File: config.mk
export PLATFORM = sky130hd
export DESIGN_NAME = route_xbar
export DESIGN_NICKNAME = d
export VERILOG_FILES = /design/src/rtl/route_xbar_pkg.sv /design/src/rtl/route_map_bank.sv /design/src/rtl/route_xbar.sv
export SDC_FILE = /design/constraint.sdc
export NUM_CORES = 1
export LEC_CHECK = 0
export CORE_UTILIZATION = 48
export DETAILED_ROUTE_END_ITERATION = 12
export GPL_TIMING_DRIVEN = 0
export PLACE_DENSITY = 0.74
export SETUP_SLACK_MARGIN = 0.1
export SKIP_LAST_GASP = 1
export SLEW_MARGIN = 20
export SYNTH_ARGS = -nofsm -noshare
export SYNTH_HDL_FRONTEND = slang
export SYNTH_SLANG_ARGS = --single-unit
File: constraint.sdc
create_clock -name clk -period 1.7 [get_ports clk]
set_input_delay 0.34 -clock clk [delete_from_list [all_inputs] [get_ports clk]]
set_output_delay 0.34 -clock clk [all_outputs]
set_load 0.1 [all_outputs]
File: src/rtl/route_xbar_pkg.sv
// Shared sizing helpers and map-encoding rules for the route_xbar crossbar.
// Any selector code at or above the input width means "drive the default bit".
package route_xbar_pkg;

  function automatic int unsigned sel_width(input int unsigned in_w);
    return $clog2(in_w + 32'd1);
  endfunction

  function automatic int unsigned idx_width(input int unsigned out_w);
    return (out_w > 32'd1) ? $clog2(out_w) : 32'd1;
  endfunction

  // Canonical unmapped code: the first code past the last input bit.
  function automatic int unsigned unmapped_code(input int unsigned in_w);
    return in_w;
  endfunction

  // Identity map entry: output bit i follows input bit i while it exists.
  function automatic int unsigned identity_entry(input int unsigned idx, input int unsigned in_w);
    return (idx < in_w) ? idx : unmapped_code(in_w);
  endfunction

endpackage

File: src/rtl/route_map_bank.sv
// Shadow/active routing map storage with atomic commit and sticky
// out-of-range config error. A same-cycle write is folded into the commit.
module route_map_bank
  import route_xbar_pkg::*;
#(
  parameter int unsigned IN_W  = 8,
  parameter int unsigned OUT_W = 8,
  parameter int unsigned SEL_W = sel_width(IN_W),
  parameter int unsigned IDX_W = idx_width(OUT_W)
) (
  input  logic                   clk,
  input  logic                   rst,
  input  logic                   cfg_we,
  input  logic [IDX_W-1:0]       cfg_idx,
  input  logic [SEL_W-1:0]       cfg_sel,
  input  logic                   cfg_commit,
  output logic                   cfg_err,
  output logic [OUT_W*SEL_W-1:0] active_map
);

  logic [SEL_W-1:0] shadow_r      [OUT_W];
  logic [SEL_W-1:0] active_r      [OUT_W];
  logic [SEL_W-1:0] shadow_next_s [OUT_W];
  logic             idx_ok_s;
  logic             cfg_err_r;

  assign idx_ok_s = (32'(cfg_idx) < OUT_W);

  // Shadow map with this cycle's write applied.
  always_comb begin
    for (int unsigned i = 0; i < OUT_W; i++) begin
      if (cfg_we && idx_ok_s && (32'(cfg_idx) == i)) begin
        shadow_next_s[i] = cfg_sel;
      end else begin
        shadow_next_s[i] = shadow_r[i];
      end
    end
  end

  // Map registers and sticky error flag.
  always_ff @(posedge clk) begin
    if (rst) begin
      for (int unsigned i = 0; i < OUT_W; i++) begin
        shadow_r[i] <= SEL_W'(identity_entry(i, IN_W));
        active_r[i] <= SEL_W'(identity_entry(i, IN_W));
      end
      cfg_err_r <= 1'b0;
    end else begin
      for (int unsigned i = 0; i < OUT_W; i++) begin
        shadow_r[i] <= shadow_next_s[i];
        if (cfg_commit) begin
          active_r[i] <= shadow_next_s[i];
        end
      end
      if (cfg_we && !idx_ok_s) begin
        cfg_err_r <= 1'b1;
      end
    end
  end

  // Flatten the active map for the datapath.
  always_comb begin
    active_map = '0;
    for (int unsigned i = 0; i < OUT_W; i++) begin
      active_map[i*SEL_W +: SEL_W] = active_r[i];
    end
  end

  assign cfg_err = cfg_err_r;

endmodule

File: src/rtl/route_xbar.sv
// Runtime-programmable bit crossbar with one registered valid/ready stage.
// Beats accepted in a commit cycle are routed with the map in force before it.
module route_xbar
  import route_xbar_pkg::*;
#(
  parameter int unsigned IN_W        = 8,
  parameter int unsigned OUT_W       = 8,
  parameter logic        DEFAULT_BIT = 1'b0,
  parameter int unsigned SEL_W       = sel_width(IN_W),
  localparam int unsigned IDX_W      = idx_width(OUT_W)
) (
  input  logic             clk,
  input  logic             rst,
  input  logic             in_valid,
  output logic             in_ready,
  input  logic [IN_W-1:0]  in_data,
  output logic             out_valid,
  input  logic             out_ready,
  output logic [OUT_W-1:0] out_data,
  input  logic             cfg_we,
  input  logic [IDX_W-1:0] cfg_idx,
  input  logic [SEL_W-1:0] cfg_sel,
  input  logic             cfg_commit,
  output logic             cfg_err,
  output logic [31:0]      beat_count
);

  logic [OUT_W*SEL_W-1:0] active_map_s;
  logic [OUT_W-1:0]       routed_s;
  logic                   accept_s;
  logic                   out_valid_r;
  logic [OUT_W-1:0]       out_data_r;
  logic [31:0]            beat_count_r;

  route_map_bank #(
    .IN_W  (IN_W),
    .OUT_W (OUT_W),
    .SEL_W (SEL_W),
    .IDX_W (IDX_W)
  ) u_map (
    .clk        (clk),
    .rst        (rst),
    .cfg_we     (cfg_we),
    .cfg_idx    (cfg_idx),
    .cfg_sel    (cfg_sel),
    .cfg_commit (cfg_commit),
    .cfg_err    (cfg_err),
    .active_map (active_map_s)
  );

  // Per-output-bit select; codes that match no input bit keep the default.
  always_comb begin
    routed_s = '0;
    for (int unsigned i = 0; i < OUT_W; i++) begin
      routed_s[i] = DEFAULT_BIT;
      for (int unsigned j = 0; j < IN_W; j++) begin
        routed_s[i] = (32'(active_map_s[i*SEL_W +: SEL_W]) == j) ? in_data[j] : routed_s[i];
      end
    end
  end

  assign in_ready = !out_valid_r || out_ready;
  assign accept_s = in_valid && in_ready;

  // Output register, handshake state and beat counter.
  always_ff @(posedge clk) begin
    if (rst) begin
      out_valid_r  <= 1'b0;
      out_data_r   <= '0;
      beat_count_r <= 32'd0;
    end else if (accept_s) begin
      out_valid_r  <= 1'b1;
      out_data_r   <= routed_s;
      beat_count_r <= beat_count_r + 32'd1;
    end else if (out_ready) begin
      out_valid_r  <= 1'b0;
    end
  end

  assign out_valid  = out_valid_r;
  assign out_data   = out_data_r;
  assign beat_count = beat_count_r;

endmodule
# Word level (Yosys, flattened, before mapping)
# Memory sizes are Yosys's and may differ from the RTL's.
# Cells that the tools add are included.
totals:
  ff_bits: 41
  ram_bits: 64
  inputBits: 21
  out_inout_bits: 43
  word_cells: 202
  mem_count: 2
mem_list:
  columns: ["memory", "words", "width", "read_ports", "rd_clocked_by_memory_dff", "write_ports", "line", "source"]
  rows:
  - ["u_map.active_r", 8, 4, 8, 0, 8, "route_map_bank.sv:22", "logic [SEL_W-1:0] active_r [OUT_W];"]
  - ["u_map.shadow_r", 8, 4, 8, 0, 8, "route_map_bank.sv:21", "logic [SEL_W-1:0] shadow_r [OUT_W];"]
classes:
  add_sub_neg: 1
  eq_ne: 63
  mux: 96
  n_bitwise: 16
  reduce_logical: 21
ops:
  columns: ["op", "n"]
  rows:
  - ["equality test 4 x 3 -> 1 bit, second input constant", 32]
  - ["2-to-1 mux 4 bit", 24]
  - ["2-to-1 mux 1 bit", 72]
  - ["equality test 4 x 2 -> 1 bit, second input constant", 16]
  - ["adder 32 x 1 -> 32 bit, second input constant", 1]
  - ["equality test 4 x 1 -> 1 bit, second input constant", 8]
  - ["zero test 4 bit", 8]
  - ["bitwise OR 1 bit", 16]
  - ["equality test 3 bit, second input constant", 4]
  - ["logical AND 1 bit", 9]
  - ["equality test 3 x 2 -> 1 bit, second input constant", 2]
  - ["equality test 3 x 1 -> 1 bit, second input constant", 1]
  - ["zero test 3 bit", 1]
  - ["nonzero test 2 bit", 1]
  - ["zero test 1 bit", 1]
  - ["logical OR 1 bit", 1]

# Logic depth before layout (Yosys ltp)
# An unclocked memory read counts as a cell.
logic_depth:
  ltp_word: 10
  depth_mapped: 6
  ltp_nobuf: 5

# Cells and area by module
# Synthesis repeated with hierarchy kept, for this count alone.
hier_totals:
  hier_cells: 497
  area_unflattened_um2: 5178.7
by_module_without_submodules:
  columns: ["module", "n_inst", "cells_each", "area_per_inst_um2", "seq_area_each_um2"]
  rows:
  - ["route_map_bank", 1, 226, 2836.5, 1601.5]
  - ["route_xbar", 1, 271, 2342.2, 820.8]

# Worst setup path after synthesis
# OpenSTA, ideal clock, no wires.
synth_path:
  kind: "reg2reg"
  start: "register beat_count_r[0] (netlist: beat_count[0])"
  end: "register beat_count_r[28] (netlist: beat_count[28])"
  setup_time_ps: 121
  arrival_time_ps: 2351
  required_time_ps: 1579
  slack_ps: -771
  path_stages_with_launch: 7
  n_path_buf: 1
  period_less_slack_ps: 2471
  cell_sequence: "dfxtp_1 -> ha_1 -> and3_1 -> nand3_2 -> buf_4 -> nor4b_1 -> mux2_2"
synth_between:
  elab_chain_cells: 1
synth_rtl:
  columns: ["element", "line", "source"]
  rows:
  - ["start, declared", "route_xbar.sv:33", "logic [31:0] beat_count_r;"]
  - ["start signal, assigned", "route_xbar.sv:74", "beat_count_r <= beat_count_r + 32'd1;"]
  - ["adder 32 x 1 -> 32 bit", "route_xbar.sv:74", null]
# No other way between the ends.
# A chain may end at the register's enable or synchronous reset.

# Final worst setup path
layout_path:
  start: "register beat_count_r[1] (netlist: beat_count[1])"
  end: "register beat_count_r[28] (netlist: beat_count[28])"
# The elaborated chain is that of the path after synthesis.

==> impl_metrics.env <==
export IMPL_yosys_top_cells_area="dfxtp_1 31%, edfxtp_1 20%, mux2i_1 7.4%"
export IMPL_crit_path_end_kind="flop"
export IMPL_synthFlopType="dfxtp_1"
export IMPL_final_util_pct=65.8
export IMPL_clkSinkCount=105
export IMPL_final_antenna_net_count=0
export IMPL_cts_buffers=9
export IMPL_maxCapViolCount=0
export IMPL_worst_r2r_cell_count=6
export IMPL_drcViolationCount=0
export IMPL_async_reset_ff_share_pct=0
export IMPL_crit_type="flop to flop"
export IMPL_synth_top_cell_by_area="dfxtp_1"
export IMPL_grt_pass1_wl_um=18200
export IMPL_post_synth_top_count_cell="dfxtp_1"
export IMPL_root_buffer="clkbuf_8"
export IMPL_gp_congestion=0.826
export IMPL_dr_max_layer_used="met4"
export IMPL_hold_ws_ns=0.457
export IMPL_fp_dieArea_um2=10300
export IMPL_worst_clock_skew_ns=0.0123
export IMPL_num_vias=3906
export IMPL_fin_nets=587
export IMPL_power_frac_clock_pct=32.3
export IMPL_min_path_type="flop to flop"
export IMPL_syn_area_per_cell_um2=10.2
export IMPL_tns_ns=0
export IMPL_coreArea_um2=9420
export IMPL_htree_levels=3
export IMPL_ctsHoldBuffers=0
export IMPL_finalSetupViolCount=0
export IMPL_ir_drop_v=0.000448
export IMPL_rsz0062_at_grt="yes"
export IMPL_grt_usage_pct=22.8
export IMPL_grt_overflow=0
export IMPL_p_sw_share_pct=28.9
export IMPL_ys_warn_count=0
export IMPL_grt_max_degree=21
export IMPL_fmax_mhz=593
export IMPL_crit_fanout=5
export IMPL_post_route_period_util_pct=99.2
export IMPL_route_met3_wl_um=521
export IMPL_cts_path_max_buffers=2
export IMPL_ys_ff_latch=105
export IMPL_worst_slew_pin_slew_ns=0.567
export IMPL_internal_power_w=0.00338
export IMPL_pin_count=64
export IMPL_viasPerCell=5.59
export IMPL_hold_path_depth=2
export IMPL_synth_common_cells="73 x dfxtp_1, 69 x nor2_1, 42 x a21oi_1, 35 x mux2i_1, 32 x edfxtp_1"
export IMPL_met1Wirelength_um=5530
export IMPL_power_frac_comb_pct=12.0
export IMPL_cp_arrival_ns=1.95
export IMPL_p_sw_w=0.00137
export IMPL_syn_num_nets=487
export IMPL_wl_per_cell_um=16.6
export IMPL_final_area_um2=6190
export IMPL_antenna_found_initial=0
export IMPL_outcome="finished clean"
export IMPL_yosysUniqueCellTypes=43
export IMPL_clk_pin_slew_ns=0.11
export IMPL_drt_total_wl_um=11600
export IMPL_drv_slew=0
export IMPL_grt_pass1_vias=3636
export IMPL_num_rows=35
export IMPL_synth_top_area_share_pct=30.7
export IMPL_cts_tree="yes"
export IMPL_die_x_um=102
export IMPL_fillers=764
export IMPL_area_growth_synth_to_final_pct=30.3
export IMPL_dp_hpwl_um=7980
export IMPL_drive_gt1_share_pct=34.2
export IMPL_pwr_share_seq_pct=55.7
export IMPL_placed_cells=652
export IMPL_fin_cells=699
export IMPL_die_y_um=102
export IMPL_synth_seq_area_share_pct=50.9
export IMPL_cp_required_ns=1.97
export IMPL_detail_route_iter0_violations=180
export IMPL_antenna_cells=0
export IMPL_p_leak_nw=2.45
export IMPL_clk_latency_ns=0.37
export IMPL_place_area_um2=5770
export IMPL_start_util_pct=50.5
export IMPL_slew_headroom_pct=62.2
export IMPL_cp_start_kind="flop"
export IMPL_synth_edf_count=32
export IMPL_portBuffers=58
export IMPL_power_density_nw_per_um2=767
export IMPL_netlist_area_um2=4760
export IMPL_drt_pass1_iterations=6
export IMPL_synthCells=465
export IMPL_hold_viol_final=0
export IMPL_route_met2_wl_um=5350
export IMPL_post_route_min_period_ns=1.69
## sequential cells by signal, summed over array words and instances (netlist names)
signal,flops
out_data,8
beat_count,32
u_map.shadow_r,32
u_map.active_r,32
out_valid,1
## critical path, stage by stage (launching register included)
cell and delay, ns:
dfxtp_4 0.38, ha_4 0.13, and3_4 0.17, nand3_4 0.10, buf_6 0.18, nor4b_2 0.26
mux2_2 0.36
## power groups by stage
stage,sequential (W),combinational (W),clock (W)
finish,0.00265,0.000568,0.00154
CTS,0.00265,0.000559,0.00155
detailed placement,0.00271,0.000552,0
floorplan,0.00284,0.000249,0
global route,0.00266,0.000602,0.00164
global placement,0.00271,0.000542,0
## per-stage QoR
stage	setup WS, ns	power, W
floorplan	-0.112	0.00309
global placement	-0.982	0.00325
detailed placement	-0.955	0.00326
CTS	0.00915	0.00476
global route	-0.0194	0.00490
finish	0.0131	0.00475
## cell families (layout without fill, tap and decap cells)
logic type,Yosys count,count (layout),share of synthesized area (%)
DFF,105,105,50.9
AOI/OAI and AO/OA,65,65,7.87
xor gates and xnor gates,4,4,0.737
other,1,1,0.0789
and+or+nand+nor,206,209,23.5
buffers and inverters,30,132,2.81
muxes,53,53,13.8
adders and majority gates,1,1,0.263
## what timing repair did
action / in CTS / in global routing
cloned: 2 / 2
pin swaps: 17 / 12
buffers inserted: 23 / 4
resized for setup: 245 / 28
endpoints found under the setup margin: 167 / 89
## layout make-up
type | count | area [um2] | share of cell area, %
Buffer | 22 | 156 | 2.52
Clock inverter | 7 | 66.3 | 1.07
Clock buffer | 9 | 124 | 2.00
Inverter | 8 | 30.0 | 0.485
Timing Repair Buffer | 86 | 613 | 9.90
Multi-Input combinational cell | 333 | 2510 | 40.5
Sequential cell | 105 | 2540 | 41.0
Tap cell | 129 | 161 | 2.61
## metal layers
| metal | global-route usage [%] | vias to the layer above |
|---|---|---|
| li1 | - | 1903 |
| met1 | 32.8 | 1877 |
| met2 | 35.7 | 107 |
| met3 | 3.52 | 19 |
| met4 | 6.58 | 0 |
| met5 | 0 | - |
## path summary, 6_finish.rpt
path	to	slack [ns]	startpoint
hold / removal	out_data[7]	0.46	out_data[7]
setup / recovery	beat_count[28]	0.01	beat_count[1]
setup reg to reg	beat_count[28]	0.01	beat_count[1]
hold reg to reg	out_data[7]	0.46	out_data[7]
## cell usage in the layout (no fill, tap or decap), types with 9 or more instances in the layout
| master | netlist | final |
|---|---|---|
| clkbuf_8 | 0 | 9 |
| nand2_1 | 30 | 29 |
| buf_4 | 3 | 27 |
| nor2b_1 | 10 | 9 |
| mux2i_1 | 35 | 35 |
| a21oi_1 | 42 | 37 |
| nand4b_1 | 10 | 10 |
| mux4_2 | 9 | 9 |
| dfxtp_4 | 0 | 30 |
| buf_2 | 2 | 38 |
| o31ai_1 | 12 | 12 |
| nor2_1 | 69 | 69 |
| clkdlybuf4s50_1 | 0 | 13 |
| nand2b_1 | 17 | 15 |
| dfxtp_1 | 73 | 41 |
| edfxtp_1 | 32 | 32 |
No activity file was read; power rests on OpenSTA's default activity.
==> edit 1 (same flow settings) <==
Change the parameter `DEFAULT_BIT` from 1'b0 to 1'b1.
--- a/src/rtl/route_xbar.sv
+++ b/src/rtl/route_xbar.sv
@@ -5,7 +5,7 @@
 #(
   parameter int unsigned IN_W        = 8,
   parameter int unsigned OUT_W       = 8,
-  parameter logic        DEFAULT_BIT = 1'b0,
+  parameter logic        DEFAULT_BIT = 1'b1,
   parameter int unsigned SEL_W       = sel_width(IN_W),
   localparam int unsigned IDX_W      = idx_width(OUT_W)
 ) (
Formal check against the unedited RTL: not equivalent (a bounded check fails within 4 cycles, from zero or initial values and one cycle with rst high).
==> edit 1 against the unedited design <==
The run now ends with setup timing left. Sequential cell count did not move. Final area decreased by 0.95%. Wire length decreased by 0.24%. Hold slack lost 0.0064 ns. Critical path type unchanged. Power is 3.0% higher. Area after synthesis shrank 4.5%. Core utilization is 0.93 points higher. Worst setup slack worse by 0.090 ns.
==> edit 1: results (changes against the unedited design) <==
- Status: finished, violations left
- Violated checks: setup timing
- Routed len/inst: 18.35 um (+11%)
- Post-CTS Resized: 262 (+6.9%)
- Routed wl met2: 5.848 mm (+9.2%)
- Worst hold path class: in -> reg
- Worst setup margin: -0.07684 ns (-0.08997 ns)
- Synth top area cells: dfxtp_1 (32%), edfxtp_1 (21%), mux4_2 (7.9%), nor2_1 (7.3%), xnor2_1 (4.4%)
- Max Clock Skew: 0.01439 ns (+0.002055 ns)
- Crit-path max FO: 8 (+3)
- Worst-Margin Slew: 0.5999 ns (+0.03291 ns)
- DRT iter0 DRCs: 164 (-8.9%)
- Commonest cells in the netlist: nor2_1 (88), dfxtp_1 (73), edfxtp_1 (32)
- Fillcell total: 658 (-14%)
- Worst Path Arrival: 2.02 ns (+0.07 ns)
- Setup TNS: -0.3886 ns (-0.3886 ns)
- Maximum VDD drop: 0.5398 mV (+21%)
- Worst-path clk slew: 0.09 ns (-0.02 ns)
- Reg2Reg Depth: 8 (+2)
- Dpl ws: -1.000 ns (-0.04531 ns)
- H-tree depth: 3 (unchanged)
- First drt pass iteration count: 4 (-2)
- Final setup fails: 8 (+8)
- HPWL after DPL: 7.538 mm (-5.6%)
- Final instance count without filler cells: 629 (-10%)
- Leakage: 2.434 nW (-0.78%)
- Post-layout net count: 535 (-8.9%)
- Slowest CP cell: or4_4
- GR Util met3: 4.779% (+1.3 points)
- Met2 Use GR: 40.38% (+4.7 points)
- CTS root buf: clkbuf_8
- Grt met1 use: 26.95% (-5.9 points)
- Post-CTS Setup Inserts: 10 (-57%)
- Synthesized Nets: 445 (-8.6%)
- First-pass GRT wire length: 17.55 mm (-3.5%)
- Gr usage total: 23.25% (+0.44 points)
- Buffers on Ports: 58 (unchanged)
- Placed cells: 592 (-9.2%)
- Proportion of layout cells with a drive suffix above 1: 36.87% (+2.7 points)
- Post-Syn Area per Cell: 10.73 um^2 (+5.0%)
- RePlAce Congestion: 0.8261 (about the same)
- WL met3: 732 um (+40%)
- Largest net degree at the start of global routing: 17 (-19%)
- Drt via density: 5.696 (+1.9%)
- Synth unique cells: 38 (-12%)
- NetSw: 0.001316 W (-4.2%)
- Sequential cell area fraction in the yosys report: 53.35% (+2.4 points)
- Hold depth: 3 (+1)
- Largest stage delay, worst path: 0.53 ns (+0.15 ns)
- Wl on met1: 4.498 mm (-19%)
- Vias in the first global route: 3464 (-4.7%)
[edit 1: final cells by class]
type	instances	area (um^2)	area share, %
inverters	9	37.54	0.6117
repair buffers	78	569.3	9.278
multi-input cells	291	2561	41.74
plain buffers	19	125.1	2.039
clock inverters	4	50.05	0.8157
flip-flops and latches	105	2509	40.89
well taps	111	138.9	2.263
clock buffers	12	145.1	2.365
[edit 1: per-stage QoR]
step / hold WS (ns) / cell area (um^2)
after floorplan: 0.4287 / 4735
after global placement: 0.4381 / 5454
after detailed placement: 0.4526 / 5454
after CTS: 0.4272 / 5722
after global routing: 0.4457 / 6136
final: 0.4510 / 6136
[edit 1: final timing paths]
kind	startpoint	end	slack, ns
setup / recovery	beat_count[0]	beat_count[8]	-0.08
hold / removal	in_valid	out_valid	0.45
setup reg to reg	beat_count[0]	beat_count[8]	-0.08
hold reg to reg	u_map.shadow_r[1][14]	u_map.shadow_r[1][14]	0.47
[edit 1: power groups by stage]
stage	registers (W)	logic, W	clock network (W)
2_1_floorplan	0.00289	0.000245	0
3_3_place_gp	0.00272	0.000583	0
3_5_place_dp	0.00273	0.000594	0
4_1_cts	0.00267	0.000635	0.00157
5_1_grt	0.00269	0.000711	0.00167
6_report	0.00268	0.000675	0.00154
[edit 1: worst register-to-register path: stages, from the launching register on]
cell and delay, ns:
dfxtp_4 0.37, ha_4 0.14, nand2_4 0.04, or4_4 0.53, buf_12 0.19, buf_8 0.13
nor2_4 0.09, xnor2_2 0.12, nor2_1 0.05
[edit 1: logic make-up after synthesis]
kind of cell             share of synthesized area, %
adder cells (fa/ha/maj)                        0.2755
AND/OR/NAND/NOR                                 21.88
AO/OA/AOI/OAI                                   4.271
multiplexers                                    12.35
flip-flops                                      53.35
buffers and inverters                           2.590
XOR/XNOR                                        5.208
other                                         0.08259
==> edit 2 (same settings) <==
Without the edit above. Make the reset (`rst`) asynchronous in 2 clocked blocks.
--- a/src/rtl/route_map_bank.sv
+++ b/src/rtl/route_map_bank.sv
@@ -38,7 +38,7 @@
   end
 
   // Map registers and sticky error flag.
-  always_ff @(posedge clk) begin
+  always_ff @(posedge clk or posedge rst) begin
     if (rst) begin
       for (int unsigned i = 0; i < OUT_W; i++) begin
         shadow_r[i] <= SEL_W'(identity_entry(i, IN_W));
--- a/src/rtl/route_xbar.sv
+++ b/src/rtl/route_xbar.sv
@@ -63,7 +63,7 @@
   assign accept_s = in_valid && in_ready;
 
   // Output register, handshake state and beat counter.
-  always_ff @(posedge clk) begin
+  always_ff @(posedge clk or posedge rst) begin
     if (rst) begin
       out_valid_r  <= 1'b0;
       out_data_r   <= '0;
Check against the original RTL: differs if rst is asserted again (counterexample within 4 cycles, from zero or initial values and one cycle with rst high); with rst held inactive, the same outputs for 10 cycles.
==> edit 2 against the unedited design <==
Area after synthesis rose by 1.9%. Worst setup slack improved by 0.063 ns. Wire length fell by 6.7%. Sequential cell count did not move. Final area fell by 2.0%. Critical path type is now reg -> out. Core utilization fell by 3.7 points.
Power is not compared: it rests on default switching activity, and its combinational part moved more than twofold at a synthesized area within 25%.
==> edit 2: results (changes against the unedited design) <==
- Final instance count without filler cells: 579 (-17%)
- Slew margin rel.: 56.35% (-5.9 points)
- Bufs w/o clock: 83 (-23%)
- Max Clock Skew: 0.01316 ns (+0.0008261 ns)
- DRT iter0 DRCs: 140 (-22%)
- Non-clock buffer share: 11.75% (-0.67 points)
- HPWL after DPL: 7.187 mm (-10%)
- Sequential cell area fraction in the yosys report: 54.81% (+3.9 points)
- Critical path origin: out_valid
- Status: completed
- Post-synth top flop: dfrtp_1
- Commonest cells in the netlist: dfrtp_1 (81), mux2_2 (71), xnor2_1 (26)
- First-pass GRT wire length: 16.82 mm (-7.6%)
- Synth top area cells: dfrtp_1 (42%), mux2_2 (16%), dfstp_2 (13%), xnor2_1 (4.7%), mux4_2 (3.7%)
- Largest net degree at the start of global routing: 35 (+67%)
- Post-Syn Area per Cell: 13.62 um^2 (+33%)
- Largest stage delay, worst path: 0.41 ns (+0.03 ns)
- Drt via density: 5.672 (+1.5%)
- Slowest CP cell: dfrtp_2
- Seq area share: 44.31% (+3.4 points)
- Post-layout net count: 463 (-21%)
- # rows: 36 (+2.9%)
- Dpl ws: -0.9043 ns (+0.05078 ns)
- Gr usage total: 21.80% (-1.0 points)
- Buffers on Ports: 61 (+5.2%)
- Post-layout total power: 0.007528 W
- Vias in the first global route: 3178 (-13%)
## edit 2: cell count changes after synthesis, sizes merged, moves of 14 or more
cell and change:
mux2 +63, nor2 -67, nand2 -17, dfstp +24, xnor2 +25, dfxtp -73, mux2i -35, a21oi -42
edfxtp -32, dfrtp +81, clkbuf -14
## edit 2: cells by family after synthesis
kind of cell               Yosys count  share of synthesized area, %
DFF                                105                         54.81
muxes                               80                         20.44
buffers and inverters               14                         1.368
xor gates and xnor gates            31                         5.600
other                                1                       0.07735
adders and majority gates            1                        0.2580
and+or+nand+nor                    108                         14.55
AOI/OAI and AO/OA                   16                         2.890
## edit 2: repair_timing
item,4_1_cts,5_1_grt
pin swaps,4,2
endpoints found under the hold margin,0,0
gates resized for setup,232,49
setup buffers,3,7
setup endpoints to repair,102,43
hold buffers,0,0
## edit 2: routing by layer
metal	share of wire (%)	up-vias	track usage (%)
met5	0	-	0
met4	1.2	0	6.154
met3	4.1	13	4.136
met2	48	95	35.13
met1	46	1684	30.31
li1	-	1492	-
